$ cat config.mk
export PLATFORM = sky130hd
export DESIGN_NAME = nvram_upload_ctrl_flat
export DESIGN_NICKNAME = d
export VERILOG_FILES = /design/src/rtl/nvram_upload_ctrl_if.sv /design/src/rtl/nvram_upload_ctrl.sv /design/src/flat_wrapper.sv
export SDC_FILE = /design/constraint.sdc
export NUM_CORES = 1
export LEC_CHECK = 0
export ABC_AREA = 1
export BUFFER_PORTS_ARGS = -buffer_cell sky130_fd_sc_hd__buf_2
export CORE_UTILIZATION = 30
export CTS_CLUSTER_DIAMETER = 120
export DETAILED_ROUTE_END_ITERATION = 8
export GPL_TIMING_DRIVEN = 0
export SLEW_MARGIN = 0
export SYNTH_ARGS = -nofsm -noshare
export SYNTH_HDL_FRONTEND = slang
export SYNTH_SLANG_ARGS = --single-unit
$ cat constraint.sdc
create_clock -name clk_sys -period 2.1 [get_ports clk_sys]
set_input_delay 0.315 -clock clk_sys [delete_from_list [all_inputs] [get_ports clk_sys]]
set_output_delay 0.315 -clock clk_sys [all_outputs]
set_load 0.005 [all_outputs]
$ cat src/rtl/nvram_upload_ctrl_if.sv
// Bundle between data_io (ioctl upload side), the game CPU write strobe and the
// shared CMOS RAM read port. The controller uses the slave view.
interface nvram_upload_ctrl_if #(
  parameter int ADDR_W = 11
);
  logic              ioctl_upload;
  logic [7:0]        ioctl_index;
  logic              ioctl_rd;
  logic [24:0]       ioctl_addr;
  logic [7:0]        ioctl_din;
  logic              ioctl_din_valid;
  logic              upl_busy;
  logic              overrun;
  logic              cpu_cmos_we;
  logic [ADDR_W-1:0] ram_addr;
  logic              ram_rd;
  logic [7:0]        ram_q;
  logic              dirty;

  modport slave (
    input  ioctl_upload, ioctl_index, ioctl_rd, ioctl_addr, cpu_cmos_we, ram_q,
    output ioctl_din, ioctl_din_valid, upl_busy, overrun, ram_addr, ram_rd, dirty
  );

  modport master (
    output ioctl_upload, ioctl_index, ioctl_rd, ioctl_addr, cpu_cmos_we, ram_q,
    input  ioctl_din, ioctl_din_valid, upl_busy, overrun, ram_addr, ram_rd, dirty
  );
endinterface

$ cat src/rtl/nvram_upload_ctrl.sv
// NVRAM upload (read-back) controller: answers data_io byte requests from the
// shared CMOS RAM port, yielding to CPU writes, and tracks the NVRAM dirty flag.
module nvram_upload_ctrl #(
  parameter int         ADDR_W      = 11,
  parameter int         NVRAM_SIZE  = 2048,
  parameter logic [7:0] NVRAM_INDEX = 8'hFF,
  parameter logic [7:0] FILL_BYTE   = 8'hFF
) (
  input  logic               clk_sys,
  input  logic               reset,
  nvram_upload_ctrl_if.slave bus
);

  localparam int               CNT_W     = $clog2(NVRAM_SIZE + 1);
  localparam logic [24:0]      SIZE_ADDR = 25'(NVRAM_SIZE);
  localparam logic [CNT_W-1:0] SIZE_CNT  = CNT_W'(NVRAM_SIZE);

  typedef enum logic [2:0] {
    S_IDLE,
    S_ARMED,
    S_ISSUE,
    S_CAPTURE,
    S_REPLY
  } state_e;

  state_e            state_q, state_d;
  logic [7:0]        din_q, din_d;
  logic [ADDR_W-1:0] ram_addr_q, ram_addr_d;
  logic              in_range_q, in_range_d;
  logic              overrun_q, overrun_d;
  logic              dirty_q, dirty_d;
  logic [CNT_W-1:0]  cnt_q, cnt_d;
  logic              write_seen_q, write_seen_d;
  logic              act_q;

  logic act, act_rise, act_fall, busy;

  assign act      = bus.ioctl_upload & (bus.ioctl_index == NVRAM_INDEX);
  assign act_rise = act & ~act_q;
  assign act_fall = ~act & act_q;
  assign busy     = (state_q == S_ISSUE) | (state_q == S_CAPTURE) | (state_q == S_REPLY);

  // NOTE: every _d defaults to its _q before the case so no path leaves a latch.
  always_comb begin
    state_d      = state_q;
    din_d        = din_q;
    ram_addr_d   = ram_addr_q;
    in_range_d   = in_range_q;
    overrun_d    = overrun_q;
    dirty_d      = dirty_q;
    cnt_d        = cnt_q;
    write_seen_d = write_seen_q;

    case (state_q)
      S_IDLE: begin
        if (act_rise) begin
          state_d      = S_ARMED;
          overrun_d    = 1'b0;
          cnt_d        = '0;
          write_seen_d = 1'b0;
        end
      end
      S_ARMED: begin
        if (!act) begin
          state_d = S_IDLE;
        end else if (bus.ioctl_rd) begin
          if (bus.ioctl_addr >= SIZE_ADDR) begin
            state_d    = S_REPLY;
            din_d      = FILL_BYTE;
            in_range_d = 1'b0;
          end else begin
            state_d    = S_ISSUE;
            ram_addr_d = bus.ioctl_addr[ADDR_W-1:0];
            in_range_d = 1'b1;
          end
        end
      end
      S_ISSUE: begin
        if (!bus.cpu_cmos_we) state_d = S_CAPTURE;
      end
      S_CAPTURE: begin
        din_d   = bus.ram_q;
        state_d = S_REPLY;
      end
      S_REPLY: begin
        if (in_range_q && (cnt_q != SIZE_CNT)) cnt_d = cnt_q + CNT_W'(1);
        state_d = act ? S_ARMED : S_IDLE;
      end
      default: state_d = S_IDLE;
    endcase

    if (busy && bus.ioctl_rd) overrun_d = 1'b1;

    // A save is only complete if every byte went out with no CPU write in between;
    // a CPU write always re-marks the NVRAM, even on the clearing edge itself.
    if (act && bus.cpu_cmos_we) write_seen_d = 1'b1;
    if (act_fall && (cnt_q == SIZE_CNT) && !write_seen_q) dirty_d = 1'b0;
    if (bus.cpu_cmos_we) dirty_d = 1'b1;
  end

  // NOTE: state registers take non-blocking assignments only; the comb block above uses blocking.
  always_ff @(posedge clk_sys or posedge reset) begin
    if (reset) begin
      state_q      <= S_IDLE;
      din_q        <= 8'h00;
      ram_addr_q   <= '0;
      in_range_q   <= 1'b0;
      overrun_q    <= 1'b0;
      dirty_q      <= 1'b0;
      cnt_q        <= '0;
      write_seen_q <= 1'b0;
      act_q        <= 1'b0;
    end else begin
      state_q      <= state_d;
      din_q        <= din_d;
      ram_addr_q   <= ram_addr_d;
      in_range_q   <= in_range_d;
      overrun_q    <= overrun_d;
      dirty_q      <= dirty_d;
      cnt_q        <= cnt_d;
      write_seen_q <= write_seen_d;
      act_q        <= act;
    end
  end

  assign bus.ioctl_din       = din_q;
  assign bus.ioctl_din_valid = (state_q == S_REPLY);
  assign bus.upl_busy        = busy;
  assign bus.overrun         = overrun_q;
  assign bus.ram_addr        = ram_addr_q;
  // The CPU owns the port whenever it writes, so the read is gated combinationally.
  assign bus.ram_rd          = (state_q == S_ISSUE) & ~bus.cpu_cmos_we;
  assign bus.dirty           = dirty_q;

endmodule

$ cat src/flat_wrapper.sv
// flat-port wrapper written by rule: the top's interface ports become plain ports
module nvram_upload_ctrl_flat 
#(
  parameter int         ADDR_W      = 11,
  parameter int         NVRAM_SIZE  = 2048,
  parameter logic [7:0] NVRAM_INDEX = 8'hFF,
  parameter logic [7:0] FILL_BYTE   = 8'hFF
)
  (clk_sys, reset, bus_ioctl_upload, bus_ioctl_index, bus_ioctl_rd, bus_ioctl_addr, bus_cpu_cmos_we, bus_ram_q, bus_ioctl_din, bus_ioctl_din_valid, bus_upl_busy, bus_overrun, bus_ram_addr, bus_ram_rd, bus_dirty);
  nvram_upload_ctrl_if #(.ADDR_W(ADDR_W)) bus_i ();
  input  logic clk_sys;
  input  logic reset;
  input wire logic [$bits(bus_i.ioctl_upload)-1:0] bus_ioctl_upload;
  input wire logic [$bits(bus_i.ioctl_index)-1:0] bus_ioctl_index;
  input wire logic [$bits(bus_i.ioctl_rd)-1:0] bus_ioctl_rd;
  input wire logic [$bits(bus_i.ioctl_addr)-1:0] bus_ioctl_addr;
  input wire logic [$bits(bus_i.cpu_cmos_we)-1:0] bus_cpu_cmos_we;
  input wire logic [$bits(bus_i.ram_q)-1:0] bus_ram_q;
  output wire logic [$bits(bus_i.ioctl_din)-1:0] bus_ioctl_din;
  output wire logic [$bits(bus_i.ioctl_din_valid)-1:0] bus_ioctl_din_valid;
  output wire logic [$bits(bus_i.upl_busy)-1:0] bus_upl_busy;
  output wire logic [$bits(bus_i.overrun)-1:0] bus_overrun;
  output wire logic [$bits(bus_i.ram_addr)-1:0] bus_ram_addr;
  output wire logic [$bits(bus_i.ram_rd)-1:0] bus_ram_rd;
  output wire logic [$bits(bus_i.dirty)-1:0] bus_dirty;
  assign bus_i.ioctl_upload = bus_ioctl_upload;
  assign bus_i.ioctl_index = bus_ioctl_index;
  assign bus_i.ioctl_rd = bus_ioctl_rd;
  assign bus_i.ioctl_addr = bus_ioctl_addr;
  assign bus_i.cpu_cmos_we = bus_cpu_cmos_we;
  assign bus_i.ram_q = bus_ram_q;
  assign bus_ioctl_din = bus_i.ioctl_din;
  assign bus_ioctl_din_valid = bus_i.ioctl_din_valid;
  assign bus_upl_busy = bus_i.upl_busy;
  assign bus_overrun = bus_i.overrun;
  assign bus_ram_addr = bus_i.ram_addr;
  assign bus_ram_rd = bus_i.ram_rd;
  assign bus_dirty = bus_i.dirty;
  nvram_upload_ctrl #(.ADDR_W(ADDR_W), .NVRAM_SIZE(NVRAM_SIZE), .NVRAM_INDEX(NVRAM_INDEX), .FILL_BYTE(FILL_BYTE)) u_core (.clk_sys(clk_sys), .reset(reset), .bus(bus_i));
endmodule
==> flow_metrics.py <==
metrics = {
    "placed_design": {
        "gp_congestion": 0.856,
        "dp_hpwl_um": 3920,
        "dp_slack_ps": 459,
        "io_buffers": 69,
    },
    "finish": {
        "diodes": 0,
        "fill_cells": 768,
        "regArea_um2": 976,
        "final_nets": 437,
        "multi_input_area_um2": 1030,
        "area_growth_syn_to_layout_pct": 26.8,
        "drive_gt1_share_pct": 23.8,
    },
    "route": {
        "vias": 2126,
        "ant_nets": 0,
        "via_per_inst": 4.37,
        "wl_um": 5220,
        "drc": 0,
        "first_pass_iters": 4,
        "drtIter0Drc": 101,
        "wl_per_cell_um": 10.7,
    },
    "hold_path": {
        "hold_path.class": "input pin to async pin",
    },
    "yosys": {
        "seq_area_frac_synth_pct": 44.9,
        "netlist_area_um2": 2170,
        "ys_ff_latch": 39,
        "syn_inst": 313,
        "yosys.area.top_type": "dfrtp_1",
        "synth.top_cell.area_share_pct": 44.9,
        "syn-num-nets": 361,
        "yosys_warnings": 0,
        "avgSynthCellArea_um2": 6.95,
        "async_flop_share_pct": 100,
        "yosysUniqueCellTypes": 24,
        "synth-edff-count": 0,
        "synthTopCellsByArea": "dfrtp_1, nand2_1, nor2_1, nand3_1, inv_1",
        "synth-main-ff-cell": "dfrtp_1",
    },
    "setup_path": {
        "cp.required_ps": 1780,
        "cp.arrival_ps": 1590,
        "cpLargestDelayFamily": "buffers and inverters",
        "worstPathCellList": "inv_2 > nand2_1 > nor2_1 > clkinv_1 > nand3_1 > buf_2",
        "worstPathMaxFanout": 9,
        "worstSetupPathType": "flip-flop to output pin",
        "cp_slowest_cell": "dfrtp_1",
        "path_buf_inv": 3,
        "critical_path.max_stage_delay_ps": 430,
        "setup.worst_path.end_class": "output pin",
        "start_kind": "flip-flop",
    },
    "floorplan": {
        "core-area_um2": 6910,
        "num_rows": 30,
        "dieHeight_um": 87.1,
        "initial_core_util_pct": 31.5,
        "dieArea_um2": 7590,
        "io_pins": 70,
        "dieWidth_um": 87.1,
    },
    "sta": {
        "relSlewSlack_pct": 45.1,
        "finalHoldViolCount": 0,
        "fin_skew_ps": 5.76,
        "tightest_slew_ps": 823,
        "setup_slack_ps": 198,
        "fin_crit_sh_pct": 90.6,
        "hold_ws_ps": 183,
        "finalCriticalPeriod_ps": 1900,
        "setup_tns_ps": 0,
        "setup_viol": 0,
        "rsz0062_at_grt": "false",
        "fmax_mhz": 526,
        "maxSlewViolCount": 0,
    },
    "global_routing": {
        "grt_pass1_vias": 1987,
        "overflow": 0,
        "grt_usage_pct": 14.9,
        "grt_pass1_wl_um": 8870,
        "grt_max_degree": 40,
        "antenna_found_initial": 0,
    },
    "pwr": {
        "peakVddDrop_mv": 0.249,
        "power.total_mw": 1.99,
        "leakagePower_nw": 1.43,
        "power.density_nw_per_um2": 723,
    },
    "clocking": {
        "numCtsBuffers": 5,
        "clkSinkCount": 39,
        "cts_setup_buffers": 0,
        "worstSkewPairLatency_ps": 290,
        "htree_levels": 2,
        "tritoncts": "yes",
        "hold_buffers": 0,
        "cts_resized": 0,
        "cts.path.max_buffers": 2,
        "clkTransAtPathRegs_ps": 80,
        "clock-root-buffer": "clkbuf_8",
    },
    "outcome": {
        "status": "finished clean",
    },
    "run": {
        "maxCapViolCount": 0,
    },
}
## where the power goes
group	internal, mW	switching, mW
registers	0.788	0.0426
clock network	0.384	0.260
logic	0.180	0.340
## worst reg2reg max path, stage by stage, from the launching register on
cell and delay, ps:
dfrtp_1 450, inv_1 120, ha_1 210, nand2_1 60, nor2_1 40, nand2_1 100
nand2_1 80, nand2_2 100, buf_2 250, nand4_1 110, nand2_1 80
## flip-flops by register name, summed over array words and instances, names as in the netlist
register,flops
u_core.cnt_q,12
u_core.bus.dirty,1
u_core.bus.ioctl_din,8
u_core.bus.overrun,1
u_core.bus.ram_addr,11
u_core.in_range_q,1
u_core.write_seen_q,1
u_core.act_q,1
u_core.state_q,3
## metrics by stage
step           area (µm²)  instances  utilization (%)
2_1_floorplan        2170        313                -
3_3_place_gp         2640        478             38.2
3_5_place_dp         2640        478             38.2
4_1_cts              2760        486             39.9
5_1_grt              2760        486             39.9
6_report             2760        486             39.9
## worst paths after layout
path | start | endpoint | slack [ps] | cells after the start
worst max-delay path | u_core.state_q[2] | bus_upl_busy | 200 | 6
worst min-delay path | reset | u_core.bus.ram_addr[6] | 180 | 2
worst max register to register | u_core.cnt_q[0] | u_core.cnt_q[0] | 450 | 10
worst min register to register | u_core.bus.ram_addr[8] | u_core.bus.ram_addr[8] | 470 | 2
max in group asynchronous | reset | u_core.bus.ram_addr[9] | 1400 | 2
min in group clk_sys | bus_ram_q[7] | u_core.bus.ioctl_din[7] | 250 | 3
## layout by cell type, fill, tap and decap left out, drive strengths merged, types with 2 or more instances in the layout
cell,Yosys,final
ha,2,2
nand3,38,38
inv,27,27
dfrtp,39,39
nand4,8,8
nand2,102,102
o21ai,4,4
xnor2,2,2
nor2,74,74
clkbuf,0,6
buf,8,77
clkinv,1,2
a21oi,2,2
## final cells by class
class | instances | area share [%]
Multi-Input combinational cell | 238 | 37.4
Sequential cell | 39 | 35.4
Timing Repair Buffer | 69 | 12.5
Tap cell | 96 | 4.36
Inverter | 28 | 3.81
Clock buffer | 6 | 2.99
Buffer | 8 | 2.22
Clock inverter | 2 | 1.27
## cell usage after synthesis (3+ instances only)
cell	n
dfrtp_1	39
inv_1	25
buf_2	4
nor2_2	3
nand4_1	8
nand3_1	37
o21ai_0	4
buf_6	3
nand2_1	101
nor2_1	71
## cells by family after synthesis
family                     share of synthesized area (%)
AOI/OAI and AO/OA                                   2.13
buffers and inverters                               7.65
adders and majority gates                           1.15
xor gates and xnor gates                            1.21
DFF                                                 44.9
and+or+nand+nor                                     43.0
## routing by layer
metal	wire, µm	vias to the layer above	part of all wire [%]	track usage, %
li1	-	1128	-	-
met1	2530	945	48	19.6
met2	2450	51	47	24.9
met3	203	2	3.9	2.75
met4	35	0	0.67	4.77
met5	0	-	0	0
No activity file was read; power rests on OpenSTA's default activity.
